$ cat src/rtl/keypad_matrix_scan.sv
// ---------------------------------------------------------------------------
// keypad_matrix_scan
//
// Scans N_PADS independent ROWS x COLS keypad matrices in lockstep. All pads
// share one row sequencer. Every column input passes through a two-flop
// synchroniser, and every key is debounced on its own. The block keeps a
// debounced held-key bitmap and queues press/release events in a
// first-word-fall-through FIFO that the consumer drains over valid/ready.
//
// Ports
//   clk       game clock
//   rst_n     synchronous active-low reset
//   cols_i    column sense lines, pad p at [p*COLS +: COLS], 0 = key closed
//   rows_o    row drives, pad p at [p*ROWS +: ROWS], active row driven 0
//   held_o    debounced key state, bit p*ROWS*COLS + r*COLS + c, 1 = pressed
//   ev_valid  FIFO head holds an event
//   ev_ready  consumer accepts the head event
//   ev_pad    pad number of the head event
//   ev_code   key code (r*COLS + c) of the head event
//   ev_press  1 = press, 0 = release
// ---------------------------------------------------------------------------
module keypad_matrix_scan #(
  parameter int  N_PADS       = 2,
  parameter int  ROWS         = 4,
  parameter int  COLS         = 4,
  parameter int  SCAN_DIV     = 25000,
  parameter int  DEBOUNCE     = 4,
  parameter int  FIFO_DEPTH   = 8,
  localparam int KEYS_PER_PAD = ROWS * COLS,
  localparam int PAD_W        = (N_PADS > 1) ? $clog2(N_PADS) : 1,
  localparam int CODE_W       = (KEYS_PER_PAD > 1) ? $clog2(KEYS_PER_PAD) : 1
) (
  input  logic                             clk,
  input  logic                             rst_n,
  input  logic [N_PADS*COLS-1:0]           cols_i,
  output logic [N_PADS*ROWS-1:0]           rows_o,
  output logic [N_PADS*ROWS*COLS-1:0]      held_o,
  output logic                             ev_valid,
  input  logic                             ev_ready,
  output logic [PAD_W-1:0]                 ev_pad,
  output logic [CODE_W-1:0]                ev_code,
  output logic                             ev_press
);

  localparam int N_KEYS = N_PADS * KEYS_PER_PAD;
  localparam int DIV_W  = $clog2(SCAN_DIV);
  localparam int ROW_W  = (ROWS > 1) ? $clog2(ROWS) : 1;
  localparam int KEY_W  = (N_KEYS > 1) ? $clog2(N_KEYS) : 1;
  localparam int CNT_W  = $clog2(DEBOUNCE + 1);
  localparam int AW     = $clog2(FIFO_DEPTH);
  localparam int CW     = AW + 1;

  typedef struct packed {
    logic [PAD_W-1:0]  pad;
    logic [CODE_W-1:0] code;
    logic              press;
  } event_t;

  // Row drive pattern: the selected row low on every pad, all others high.
  function automatic logic [N_PADS*ROWS-1:0] row_drive(input logic [ROW_W-1:0] r);
    logic [N_PADS*ROWS-1:0] d;
    d = '1;
    for (int p = 0; p < N_PADS; p++)
      d[p*ROWS + int'(r)] = 1'b0;
    return d;
  endfunction

  function automatic int key_index(input int p, input int r, input int c);
    return p*KEYS_PER_PAD + r*COLS + c;
  endfunction

  // -------------------------------------------------------------------------
  // Row sequencer
  // -------------------------------------------------------------------------
  logic [DIV_W-1:0] dwell;
  logic [ROW_W-1:0] row;
  logic [ROW_W-1:0] next_row;
  logic             sample;

  // The last dwell cycle is both the sample point for the current row and
  // the moment the drive moves on, so the sampled row is always 'row'.
  assign sample   = (dwell == DIV_W'(SCAN_DIV - 1));
  assign next_row = (row == ROW_W'(ROWS - 1)) ? '0 : row + 1'b1;

  // NOTE: every clocked block uses non-blocking assignments so all flops
  // update together from pre-edge values regardless of block ordering.
  always_ff @(posedge clk) begin
    if (!rst_n) begin
      dwell  <= '0;
      row    <= '0;
      rows_o <= row_drive('0);
    end else if (sample) begin
      dwell  <= '0;
      row    <= next_row;
      rows_o <= row_drive(next_row);
    end else begin
      dwell  <= dwell + 1'b1;
    end
  end

  // -------------------------------------------------------------------------
  // Column synchroniser (resets to "all open")
  // -------------------------------------------------------------------------
  logic [N_PADS*COLS-1:0] col_meta;
  logic [N_PADS*COLS-1:0] col_sync;

  always_ff @(posedge clk) begin
    if (!rst_n) begin
      col_meta <= '1;
      col_sync <= '1;
    end else begin
      col_meta <= cols_i;
      col_sync <= col_meta;
    end
  end

  // -------------------------------------------------------------------------
  // Per-key debounce
  // -------------------------------------------------------------------------
  logic [N_KEYS-1:0] held;
  logic [N_KEYS-1:0] toggle;
  logic [CNT_W-1:0]  cnt     [N_KEYS];
  logic [CNT_W-1:0]  cnt_nxt [N_KEYS];

  // NOTE: defaults come first so every path assigns every output and no
  // latch is inferred; only keys of the sampled row are then overridden.
  always_comb begin
    toggle  = '0;
    cnt_nxt = cnt;
    for (int p = 0; p < N_PADS; p++) begin
      for (int r = 0; r < ROWS; r++) begin
        for (int c = 0; c < COLS; c++) begin
          if (sample && (row == ROW_W'(r))) begin
            // Closed key pulls its column low, so raw closure = ~column.
            if (~col_sync[p*COLS + c] == held[key_index(p, r, c)]) begin
              cnt_nxt[key_index(p, r, c)] = '0;
            end else if (cnt[key_index(p, r, c)] == CNT_W'(DEBOUNCE - 1)) begin
              cnt_nxt[key_index(p, r, c)] = '0;
              toggle[key_index(p, r, c)]  = 1'b1;
            end else begin
              cnt_nxt[key_index(p, r, c)] = cnt[key_index(p, r, c)] + 1'b1;
            end
          end
        end
      end
    end
  end

  always_ff @(posedge clk) begin
    if (!rst_n) begin
      held <= '0;
      for (int k = 0; k < N_KEYS; k++)
        cnt[k] <= '0;
    end else begin
      held <= held ^ toggle;
      cnt  <= cnt_nxt;
    end
  end

  assign held_o = held;

  // -------------------------------------------------------------------------
  // Event emitter: a round-robin pointer visits one key per cycle.
  // -------------------------------------------------------------------------
  logic [N_KEYS-1:0] pending;
  logic [N_KEYS-1:0] clear;
  logic [PAD_W-1:0]  ptr_pad;
  logic [CODE_W-1:0] ptr_code;
  logic [KEY_W-1:0]  ptr;
  logic              head_pending;
  logic              fifo_full;
  logic              push;
  logic              pop;
  event_t            push_ev;

  assign ptr          = KEY_W'(ptr_pad) * KEY_W'(KEYS_PER_PAD) + KEY_W'(ptr_code);
  assign head_pending = pending[ptr];
  assign push         = head_pending && !fifo_full;
  // Event carries the held value as it is now; if the key flips in the same
  // cycle, the toggle below re-arms pending and a second event follows.
  assign push_ev      = '{pad: ptr_pad, code: ptr_code, press: held[ptr]};

  always_comb begin
    clear = '0;
    if (push) clear[ptr] = 1'b1;
  end

  always_ff @(posedge clk) begin
    if (!rst_n) begin
      pending  <= '0;
      ptr_pad  <= '0;
      ptr_code <= '0;
    end else begin
      pending <= (pending & ~clear) ^ toggle;
      // Stall on a pending key that cannot be queued, so nothing is dropped.
      if (!(head_pending && fifo_full)) begin
        if (ptr_code == CODE_W'(KEYS_PER_PAD - 1)) begin
          ptr_code <= '0;
          ptr_pad  <= (ptr_pad == PAD_W'(N_PADS - 1)) ? '0 : ptr_pad + 1'b1;
        end else begin
          ptr_code <= ptr_code + 1'b1;
        end
      end
    end
  end

  // -------------------------------------------------------------------------
  // Event FIFO (first-word fall-through)
  // -------------------------------------------------------------------------
  event_t         mem [FIFO_DEPTH];
  event_t         head;
  logic [AW-1:0]  wr_ptr;
  logic [AW-1:0]  rd_ptr;
  logic [CW-1:0]  count;

  // Push is gated on the registered count alone, never on a same-cycle pop.
  assign fifo_full = (count == CW'(FIFO_DEPTH));
  assign ev_valid  = (count != '0);
  assign pop       = ev_valid && ev_ready;

  // NOTE: the storage array has no reset; an entry is only ever read after
  // it was written, and the outputs below are masked while the FIFO is empty.
  always_ff @(posedge clk) begin
    if (push) mem[wr_ptr] <= push_ev;
  end

  always_ff @(posedge clk) begin
    if (!rst_n) begin
      wr_ptr <= '0;
      rd_ptr <= '0;
      count  <= '0;
    end else begin
      if (push) wr_ptr <= wr_ptr + 1'b1;
      if (pop)  rd_ptr <= rd_ptr + 1'b1;
      case ({push, pop})
        2'b10:   count <= count + 1'b1;
        2'b01:   count <= count - 1'b1;
        default: count <= count;
      endcase
    end
  end

  assign head     = mem[rd_ptr];
  assign ev_pad   = ev_valid ? head.pad   : '0;
  assign ev_code  = ev_valid ? head.code  : '0;
  assign ev_press = ev_valid ? head.press : 1'b0;

endmodule
$ cat config.mk
export PLATFORM = sky130hd
export DESIGN_NAME = keypad_matrix_scan
export DESIGN_NICKNAME = d
export VERILOG_FILES = /design/src/rtl/keypad_matrix_scan.sv
export SDC_FILE = /design/constraint.sdc
export NUM_CORES = 1
export LEC_CHECK = 0
export ABC_AREA = 1
export BUFFER_PORTS_ARGS = -buffer_cell sky130_fd_sc_hd__buf_2
export CORE_MARGIN = 1
export CORE_UTILIZATION = 62
export DETAILED_ROUTE_END_ITERATION = 6
export PLACE_DENSITY = 0.86
export SYNTH_ARGS = -nofsm -noshare
export SYNTH_HDL_FRONTEND = slang
export SYNTH_SLANG_ARGS = --single-unit
$ cat constraint.sdc
create_clock -name clk -period 2.9 [get_ports clk]
set_clock_uncertainty 0.1 [all_clocks]
set_input_delay 0.435 -clock clk [delete_from_list [all_inputs] [get_ports clk]]
set_output_delay 0.435 -clock clk [all_outputs]
set_load 0.05 [all_outputs]
==> results.md, run 1 <==
* Footprint of the multi-input gates at 5847 um2
* Min-Delay Path Depth at 4
* FF-to-FF setup slack at 0.17 ns
* FFs w/ async S/R, synth at 0%
* Number of global-route vias before repair at around 11000
* CTS tree: built
* Most common cell on crit path: sky130_fd_sc_hd__nand2_1
* WL final at between 30000 and 40000 um
* Net count after synthesis at between 1500 and 2000
* DRC viols at 0
* Critical path arrival at 3.05 ns
* Number of nets with antenna violations after routing at 0
* Number of synthesized flops with an enable pin at 48
* Starting Density at about 64%
* CTS buffer count at 27
* Area taken by flip-flops and latches at approximately 5700 um2
* Sequential fraction of the synthesis area at 45.31%
* VDD IR-drop max at just under 0.6 mV
* Final antenna diode count at 0
* Data required time of the critical path at 3.22 ns
* Number of fill cells in the layout at 1500
* Average instance area after synthesis at around 7.7 um2
* Static Leak at 0.005671 uW
* Post-detailed-placement half-perimeter wirelength at 21270 um
* CP Capture Type: register
* Weighted congestion reported at the end of routability-driven placement at around 0.9
* Clock input transition at the sequential cells of the worst setup and hold paths at 0.06 ns
* Final number of hold-violating endpoints at 0
* Worst-case reg-to-reg path depth at 17
* DRC violation total after the first TritonRoute iteration at between 800 and 900
* Non-filler cells, final at just under 2000
* Instance count after placement with tap cells included at between 1500 and 2000
* Clock root cell: sky130_fd_sc_hd__clkbuf_16
* Core box area at between 15000 and 20000 um2
* Final count of pins violating max slew at 0
* Total number of H-tree levels at 1
* Post-synthesis cell count at between 1500 and 2000
* Setup-violating endpoint count in the final report at 0
* Area growth from synthesis to layout at 11.43%
* Core utilization of the finished layout at a little under three quarters
* Max-Slew Margin vs Limit at 40.29%
* GRT Residual Overflow at 0
* CP Class: reg2reg
* Vias after detailed routing at 11260
* Via density per instance at 5.703
* Final #Nets at about 1700
* Die height at 145.0 um
* Highest cell delay on the worst timing path at approximately 0.40 ns
* Highest clock frequency the design can meet at roughly 370 MHz
* Main area contributors after synthesis: sky130_fd_sc_hd__dfxtp_1 (34%), sky130_fd_sc_hd__edfxtp_1 (11%), sky130_fd_sc_hd__nand2_1 (7.5%)
* Status: complete, no violations
* Count of max-cap constraint violations at 0
* Synth top cells by count: sky130_fd_sc_hd__nand2_1 (252), sky130_fd_sc_hd__nor2_1 (243), sky130_fd_sc_hd__dfxtp_1 (215)
* Initial antenna violation count at 0
* Routed length per instance at roughly 16 um
* Final critical-path setup slack at between 0.15 and 0.2 ns
* Die area at 21030 um2
* Area fraction of the dominant cell type after synthesis at 33.94%
* Power density over the cells at ~650 nW/um2
* Number of placement rows at a little over 50
* Count of buffers from port buffering at 57
* Global-route wire length before repair at about 50000 um
* Largest fanout on the critical path at 16
* Largest net degree at the start of global routing at approximately 90
* Global-route usage over all layers at roughly 30%
* Die W at between 100 and 150 um
* Number of primary I/O pins at 58
* Master of the slowest instance on the critical path: sky130_fd_sc_hd__dfxtp_2
* Shortest period the worst path allows at 2.734 ns
* Biggest area consumer among synthesized cells: sky130_fd_sc_hd__dfxtp_1
* Post-synthesis sequential element count at 263
* Number of clock sinks at between 200 and 300
* Router iterations before antenna repair at 5
* Slew at the pin with the worst max-slew slack at between 0.8 and 0.9 ns
* Worst path cell trace: buf_4, nand2_1, nand3_1, nand2_1, nand2_1, nand2_1, nor2_4, nand2_8, nand2_2, ha_2, nor2_1, nor2_1, nand3_1, o31ai_1, o211ai_1, o21ai_0, a21oi_1
* Library cells used by synthesis at 43
* Synthesis warning total at 0
* Predominant post-synthesis flop cell: sky130_fd_sc_hd__dfxtp_1
* Ratio of final minimum period to clock period at between 90% and 100%
* Most common cell in the netlist: sky130_fd_sc_hd__nand2_1
* Type of the most critical hold path: in2reg
* Worst setup slack before clock tree synthesis at between 0.1 and 0.15 ns
* Worst skew pair latency at between 0.5 and 0.6 ns
* Cell area after technology mapping at 12680 um2
* Layout cells sized above 1 at between 10% and 20%
* Max Buffers Root-to-Sink at 3
* Element type at the critical path start: register
==> kinds of logic (layout without fill, tap and decap cells) <==
group                      Yosys count  after routing  share of synthesized area [%]
and+or+nand+nor                    674            674                          22.97
AOI/OAI and AO/OA                  359            359                          15.59
DFF                                263            263                          45.31
buffers and inverters              261            325                          8.663
adders and majority gates           47             47                          4.637
xor gates and xnor gates            41             41                          2.832
==> layout by cell type (no fill, tap or decap), types with 19 or more instances in the layout <==
cell,Yosys,layout
sky130_fd_sc_hd__a21oi_1,185,185
sky130_fd_sc_hd__buf_2,10,56
sky130_fd_sc_hd__buf_4,11,20
sky130_fd_sc_hd__clkbuf_16,0,27
sky130_fd_sc_hd__dfxtp_1,215,213
sky130_fd_sc_hd__edfxtp_1,48,48
sky130_fd_sc_hd__ha_1,47,46
sky130_fd_sc_hd__inv_1,182,180
sky130_fd_sc_hd__nand2_1,252,252
sky130_fd_sc_hd__nand3_1,96,96
sky130_fd_sc_hd__nor2_1,243,243
sky130_fd_sc_hd__nor3_1,30,30
sky130_fd_sc_hd__o21a_1,19,19
sky130_fd_sc_hd__o21ai_0,109,109
sky130_fd_sc_hd__xnor2_1,37,37
==> worst paths after layout <==
kind / from / to
max reg2reg: ptr_code[0] / count[3]
min reg2reg: col_meta[4] / col_sync[4]
max: ptr_code[0] / count[3]
min: ev_ready / rd_ptr[1]
==> final cells by class <==
| class | count | share of cell area [%] |
|---|---|---|
| Clock buffer | 34 | 5.180 |
| Clock inverter | 16 | 1.417 |
| Inverter | 189 | 5.101 |
| Multi-Input combinational cell | 1121 | 41.38 |
| Sequential cell | 263 | 40.68 |
| Tap cell | 265 | 2.347 |
| Timing Repair Buffer | 86 | 3.896 |
==> per-layer routing <==
metal	routed length (um)	GRT usage, %
met2	15460	51.08
met4	1524	15.74
met5	0	0
met3	2464	5.094
met1	12480	35.97
==> registers in the layout, indices dropped and copies added (netlist names), named ones only <==
name	count
col_sync	8
ptr_pad	1
ptr_code	4
wr_ptr	3
rd_ptr	3
pending	32
row	2
rows_o	4
cnt	96
held_o	32
count	4
dwell	15
mem	48
col_meta	8
==> repair_timing <==
action,CTS,global route
endpoints found under the setup margin,0,5
resized for setup,0,9
hold buffers,8,0
endpoints found under the hold margin,8,0
setup buffers,0,0
==> power by group <==
group	leakage [uW]	switching, uW	internal (uW)	total, uW
Combinational	0.00302	1160	449	1610
Sequential	0.00220	110	3830	3940
Clock	0.000452	1480	2160	3640
==> critical path: cells and delay by family (launching register included) <==
family / cells / cell delay, ns
AO/OA/AOI/OAI: 4 / 0.52
adder cells (fa/ha/maj): 1 / 0.24
buffers and inverters: 1 / 0.23
flip-flops: 1 / 0.40
AND/OR/NAND/NOR: 11 / 1.12
==> metrics by stage <==
step                hold WS (ns)  instance area [um2]  setup TNS, ns  total power (uW)
floorplan                 0.2925                12680              0              5188
global placement          0.2942                13090              0              5500
detailed placement        0.3015                13090              0              5565
CTS                       0.2390                14100              0              9170
global route              0.2961                14130      -0.005730              9525
finish                    0.2637                14130              0              9192
Note: power is estimated with default switching activity, not from simulation.
==> inputs of run 2 (changes only) <==
PLACE_DENSITY = 0.83   (was 0.86)
==> results.md, run 2 (same netlist as run 1, synthesis figures left out) <==
* Ratio of final minimum period to clock period at 95.55% (+1.3 points)
* Clock root cell: sky130_fd_sc_hd__clkbuf_16
* Clock input transition at the sequential cells of the worst setup and hold paths at 0.06 ns (about the same)
* DRC viols at 0 (unchanged)
* Worst setup slack before clock tree synthesis at 0.1125 ns (-0.002204 ns)
* Highest cell delay on the worst timing path at 0.46 ns (+0.06 ns)
* CP Class: reg2out
* Number of clock sinks at 263 (unchanged)
* Gate family responsible for the most delay along the worst path: compound AO/OA/AOI/OAI gates
* Die area at 21030 um2 (unchanged)
* Number of placement rows at 51 (unchanged)
* Total number of H-tree levels at 1 (unchanged)
* Instance count after placement with tap cells included at 1917 (+0.052%)
* Global-route wire length before repair at 51290 um (about the same)
* Largest net degree at the start of global routing at 89 (unchanged)
* Buf/Inv on CP at 2 (+1)
* CP Capture Type: output port
* GRT Residual Overflow at 0 (unchanged)
* Data required time of the critical path at 2.37 ns (-0.85 ns)
* Commonest non-fill, non-tap cell in the layout: sky130_fd_sc_hd__nand2_1
* Post-detailed-placement half-perimeter wirelength at 21430 um (+0.78%)
* Type of the most critical hold path: in2reg
* Unrepaired setup endpoints after global routing: true
* Number of global-route vias before repair at 10530 (-1.6%)
* Starting Density at 64.10% (unchanged)
* Die height at 145.0 um (unchanged)
* Vias after detailed routing at 11060 (-1.8%)
* Number of nets with antenna violations after routing at 0 (unchanged)
* DRC violation total after the first TritonRoute iteration at 914 (+6.9%)
* Power density over the cells at 654.1 nW/um2 (+0.56%)
* Weighted congestion reported at the end of routability-driven placement at 0.9225 (+1.4%)
* Final critical-path setup slack at 0.1292 ns (-0.03657 ns)
* Most common cell on crit path: sky130_fd_sc_hd__o21ai_0
* Routed length per instance at 15.98 um (-1.2%)
* Area taken by flip-flops and latches at 5748 um2 (unchanged)
* Shortest period the worst path allows at 2.771 ns (+0.03657 ns)
* Largest fanout on the critical path at 24 (+8)
* Core utilization of the finished layout at 71.73% (+0.30 points)
* Final #Nets at 1750 (+0.23%)
* Setup-violating endpoint count in the final report at 0 (unchanged)
* VDD IR-drop max at 0.4473 mV (-24%)
* Final count of pins violating max slew at 0 (unchanged)
* Worst skew pair latency at 0.55 ns (about the same)
* Via density per instance at 5.589 (-2.0%)
* Max Buffers Root-to-Sink at 3 (unchanged)
* Global-route usage over all layers at 29.84% (-0.058 points)
* Slew at the pin with the worst max-slew slack at 0.6687 ns (-0.2270 ns)
* Final antenna diode count at 0 (unchanged)
* Register containing the most flip-flops in the final layout: cnt
* Final number of hold-violating endpoints at 0 (unchanged)
* WL final at 31600 um (-1.0%)
* Footprint of the multi-input gates at 5837 um2 (-0.17%)
* Leading cell types in the layout, fill and taps excluded: sky130_fd_sc_hd__nand2_1 (252), sky130_fd_sc_hd__nor2_1 (243), sky130_fd_sc_hd__dfxtp_1 (213)
* Critical path arrival at 2.24 ns (-0.81 ns)
* CTS buffer count at 28 (+3.7%)
* Element type at the critical path start: register
* Highest clock frequency the design can meet at 360.9 MHz (-1.3%)
* Die W at 145.0 um (unchanged)
* Max-Slew Margin vs Limit at 55.36% (+15 points)
* Number of flip-flops in the largest register at 96 (unchanged)
* Static Leak at 0.005700 uW (+0.50%)
* Number of fill cells in the layout at 1506 (+0.40%)
* Initial antenna violation count at 0 (unchanged)
* Count of buffers from port buffering at 57 (unchanged)
* Area growth from synthesis to layout at 11.90%
* Largest regs: cnt: 96 flops, mem: 48 flops
* CTS tree: built
* Worst path cell trace: buf_4, o21ai_0, o22ai_1, o21ai_0, a31oi_1, buf_2
* Core box area at 19780 um2 (unchanged)
* Status: complete, no violations
* Count of max-cap constraint violations at 0 (unchanged)
* Master of the slowest instance on the critical path: sky130_fd_sc_hd__dfxtp_1
* Layout cells sized above 1 at 10.45% (+0.034 points)
* Number of primary I/O pins at 58 (unchanged)
* Overall power after layout at 9282 uW (+0.98%)
* Router iterations before antenna repair at 5 (unchanged)
* Non-filler cells, final at 1978 (+0.20%)
==> run 2: report_power, final <==
| group | internal (uW) | switching (uW) | total (uW) |
|---|---|---|---|
| Sequential | 3830 | 127 | 3960 |
| Combinational | 449 | 1160 | 1610 |
| Clock | 2260 | 1460 | 3710 |
| Total | 6540 | 2750 | 9280 |
==> run 2: what timing repair did <==
action | 4_1_cts | 5_1_grt
setup buffers | 0 | 1
gates resized for setup | 0 | 7
hold buffers | 8 | 0
hold endpoints to repair | 8 | 0
setup endpoints to repair | 0 | 4
==> run 2: cell type report <==
type                       count  share of cell area [%]
clock inverter                13                   1.279
inverter                     189                   5.088
sequential                   263                   40.51
clock buffer                  38                   5.555
timing repair buffer          88                   4.065
timing repair inverter         1                 0.03527
multi-input combinational   1121                   41.13
tap                          265                   2.337
==> run 2: worst paths after layout <==
check	to	startpoint	slack, ns	depth (start not counted)
worst max register to register	count[2]	ptr_code[0]	0.15	18
worst min-delay path	rd_ptr[1]	ev_ready	0.20	4
worst min register to register	col_sync[6]	col_meta[6]	0.31	1
worst max-delay path	ev_code[0]	register	0.13	6
==> run 2: tightest hold or removal path, cell delays in order <==
cell,delay (ns)
sky130_fd_sc_hd__buf_2,0.08
sky130_fd_sc_hd__nand2_1,0.06
sky130_fd_sc_hd__o21ai_0,0.15
sky130_fd_sc_hd__nor2_1,0.06
==> run 2: metrics by stage <==
stage	hold slack (ns)	instance area [um2]	setup TNS, ns
3_5_place_dp	0.2980	13110	0
5_1_grt	0.2312	14190	-0.009423
3_3_place_gp	0.2944	13110	0
2_1_floorplan	0.2925	12680	0
6_report	0.1968	14190	0
4_1_cts	0.1791	14160	0
==> run 2: routing by layer <==
layer  share of wire (%)  global-route usage [%]
met4                 3.9                   13.99
met5                   0                       0
met2                  48                   51.03
met1                  41                   37.23
met3                 7.2                   3.994
==> inputs of run 3 (changes only) <==
CORE_UTILIZATION = 67   (was 62)
PLACE_DENSITY = 0.89   (was 0.83)
clock period = 3.4 ns   (was 2.9 ns; I/O delays follow)
==> results.md, run 3 (same netlist as run 1, synthesis figures left out) <==
* Die area at 19480 um2 (-7.4%)
* GRT met2 Usage at 57.15% (+6.1 points)
* VDD IR-drop max at 0.5053 mV (+13%)
* Global-route usage over all layers at 32.88% (+3.0 points)
* Data required time of the critical path at 3.72 ns (+1.35 ns)
* Core utilization of the finished layout at 75.98% (+4.2 points)
* Hold-fix buffer count after cts at 0 (-8)
* Via density per instance at 5.818 (+4.1%)
* Fin Setup TNS at 0 ns (unchanged)
* Max-Slew Margin vs Limit at 18.77% (-37 points)
* Largest regs: cnt: 96 flops, mem: 48 flops
* Status: complete, no violations
* Final critical-path setup slack at 0.2853 ns (+0.1561 ns)
* Type of the most critical hold path: in2reg
* Reg2Reg Launch Point: ptr_code[1]
* Die W at 139.6 um (-3.8%)
* Post-CTS Setup Bufs at 0 (unchanged)
* Worst min-delay path startpoint: cols_i[1]
* Overall power after layout at 7832 uW (-16%)
* Slew at the pin with the worst max-slew slack at 1.219 ns (+0.5499 ns)
* Number of nets with antenna violations after routing at 0 (unchanged)
* GR met3 Demand/Resource at 5.884% (+1.9 points)
* Worst path cell trace: buf_4, nand3_1, nand2_1, nand2_1, nand2_1, nor2_4, nand2_8, nand2_2, ha_1, nand2_1, inv_1, nor2_1, nand3_1, o31ai_1, o211ai_1, o21ai_0, a21oi_1
* Final #Nets at 1727 (-1.3%)
* Router iterations before antenna repair at 6 (+1)
* Largest net degree at the start of global routing at 78 (-12%)
* Number of primary I/O pins at 58 (unchanged)
* DRC viols at 0 (unchanged)
* Final count of pins violating max slew at 0 (unchanged)
* Gate family responsible for the most delay along the worst path: simple AND/OR/NAND/NOR gates
* Core box area at 18270 um2 (-7.6%)
* Power density over the cells at 564.3 nW/um2 (-14%)
* Die height at 139.6 um (-3.8%)
* Initial antenna violation count at 0 (unchanged)
* CTS buffer count at 27 (-3.6%)
* Max Buffers Root-to-Sink at 3 (unchanged)
* Worst setup slack before clock tree synthesis at 0.3695 ns (+0.2570 ns)
* Weighted congestion reported at the end of routability-driven placement at 0.9171 (-0.59%)
* CP Class: reg2reg
* Largest fanout on the critical path at 36 (+50%)
* Clock root cell: sky130_fd_sc_hd__clkbuf_16
* Ratio of final minimum period to clock period at 91.61%
* Number of global-route vias before repair at 10630 (+0.92%)
* Final number of hold-violating endpoints at 0 (unchanged)
* Layout cells sized above 1 at 9.603% (-0.85 points)
* Final antenna diode count at 0 (unchanged)
* Number of fill cells in the layout at 1279 (-15%)
* CP Capture Type: register
* Buf/Inv on CP at 2 (unchanged)
* Worst skew pair latency at 0.53 ns (-0.02 ns)
* Count of buffers from port buffering at 57 (unchanged)
* WL final at 31500 um (-0.33%)
* Starting Density at 69.41% (+5.3 points)
* GRT busiest layer: met2
* Post-cts repair resize count at 0 (unchanged)
* Clock input transition at the sequential cells of the worst setup and hold paths at 0.06 ns (about the same)
* Static Leak at 0.005573 uW (-2.2%)
* Vias after detailed routing at 11150 (+0.82%)
* Post-detailed-placement half-perimeter wirelength at 21130 um (-1.4%)
* Worst-case hold slack at 0.06281 ns (-0.1340 ns)
* Timing startpoint of the critical path: ptr_code[1]
* Shortest period the worst path allows at just over 3 ns
* Number of clock sinks at 263 (unchanged)
* Highest clock frequency the design can meet at roughly 320 MHz
* DRC violation total after the first TritonRoute iteration at 1036 (+13%)
* Number of flip-flops in the largest register at 96 (unchanged)
* Global-route wire length before repair at 51890 um (+1.2%)
* GRT Residual Overflow at 0 (unchanged)
* Routed length per instance at 16.44 um (+2.9%)
* Register containing the most flip-flops in the final layout: cnt
* Number of placement rows at 49 (-3.9%)
* Count of max-cap constraint violations at 0 (unchanged)
* Total number of H-tree levels at 1 (unchanged)
* Commonest non-fill, non-tap cell in the layout: sky130_fd_sc_hd__nand2_1
* Unrepaired setup endpoints after global routing: false
* Most common cell on crit path: sky130_fd_sc_hd__nand2_1
* Area growth from synthesis to layout at 9.462%
* Critical path arrival at 3.43 ns (+1.19 ns)
* Master of the slowest instance on the critical path: sky130_fd_sc_hd__dfxtp_1
* Leading cell types in the layout, fill and taps excluded: sky130_fd_sc_hd__nand2_1 (252), sky130_fd_sc_hd__nor2_1 (243), sky130_fd_sc_hd__dfxtp_1 (213)
* Met1 demand-to-capacity share in global routing at 39.94% (+2.7 points)
* Highest cell delay on the worst timing path at 0.53 ns (+0.07 ns)
* Element type at the critical path start: register
* Setup-violating endpoint count in the final report at 0 (unchanged)
* CTS tree: built
run 3: cell count changes in the layout (fill, tap and decap cells not counted), moves of 2 or more:
| cell | before | now |
|---|---|---|
| sky130_fd_sc_hd__buf_12 | 2 | 0 |
| sky130_fd_sc_hd__buf_4 | 20 | 11 |
| sky130_fd_sc_hd__clkbuf_1 | 5 | 3 |
| sky130_fd_sc_hd__clkbuf_8 | 5 | 3 |
| sky130_fd_sc_hd__clkinv_2 | 3 | 5 |
| sky130_fd_sc_hd__clkinvlp_4 | 5 | 3 |
| sky130_fd_sc_hd__dlygate4sd3_1 | 8 | 0 |
| sky130_fd_sc_hd__inv_1 | 179 | 181 |
run 3: worst reg2reg max path: cells and delay by family (launching register included):
family                     cells  cell delay, ns
adders and majority gates      1            0.28
buffers and inverters          2            0.39
AOI/OAI and AO/OA              4            0.49
DFF                            1            0.53
and+or+nand+nor               10            1.22
run 3: report_power, final:
part / internal, uW / total (uW) / switching [uW]
clock: 1890 / 3120 / 1230
sequential: 3270 / 3370 / 105
combinational: 354 / 1340 / 983
run 3: final timing paths:
kind / end / slack, ns / cells past startpoint
worst min register to register: col_sync[7] / 0.31 / 1
worst min-delay path: col_meta[1] / 0.06 / 2
worst max-delay path: count[3] / 0.29 / 17
worst max register to register: count[3] / 0.29 / 17
run 3: per-layer routing:
| layer | routed length, um | part of all wire [%] | up-vias |
|---|---|---|---|
| met1 | 12630 | 40 | 5161 |
| met2 | 15160 | 48 | 453 |
| met4 | 1375 | 4.4 | 0 |
| met3 | 2340 | 7.4 | 107 |
| li1 | - | - | 5426 |
| met5 | 0 | 0 | - |
run 3: metrics by stage:
stage | std cells | area (um2)
after floorplan | 1645 | 12680
after CTS | 1916 | 13880
after global placement | 1869 | 12950
final | 1916 | 13880
after detailed placement | 1869 | 12950
after global routing | 1916 | 13880
run 3: cell type report:
cell class / instances / area [um2] / area share, %
multi-input combinational: 1121 / 5837 / 42.05
sequential: 263 / 5748 / 41.41
clock buffer: 33 / 728.2 / 5.246
inverter: 189 / 716.9 / 5.165
timing repair buffer: 67 / 362.8 / 2.614
tap: 229 / 286.5 / 2.064
clock inverter: 14 / 201.4 / 1.451
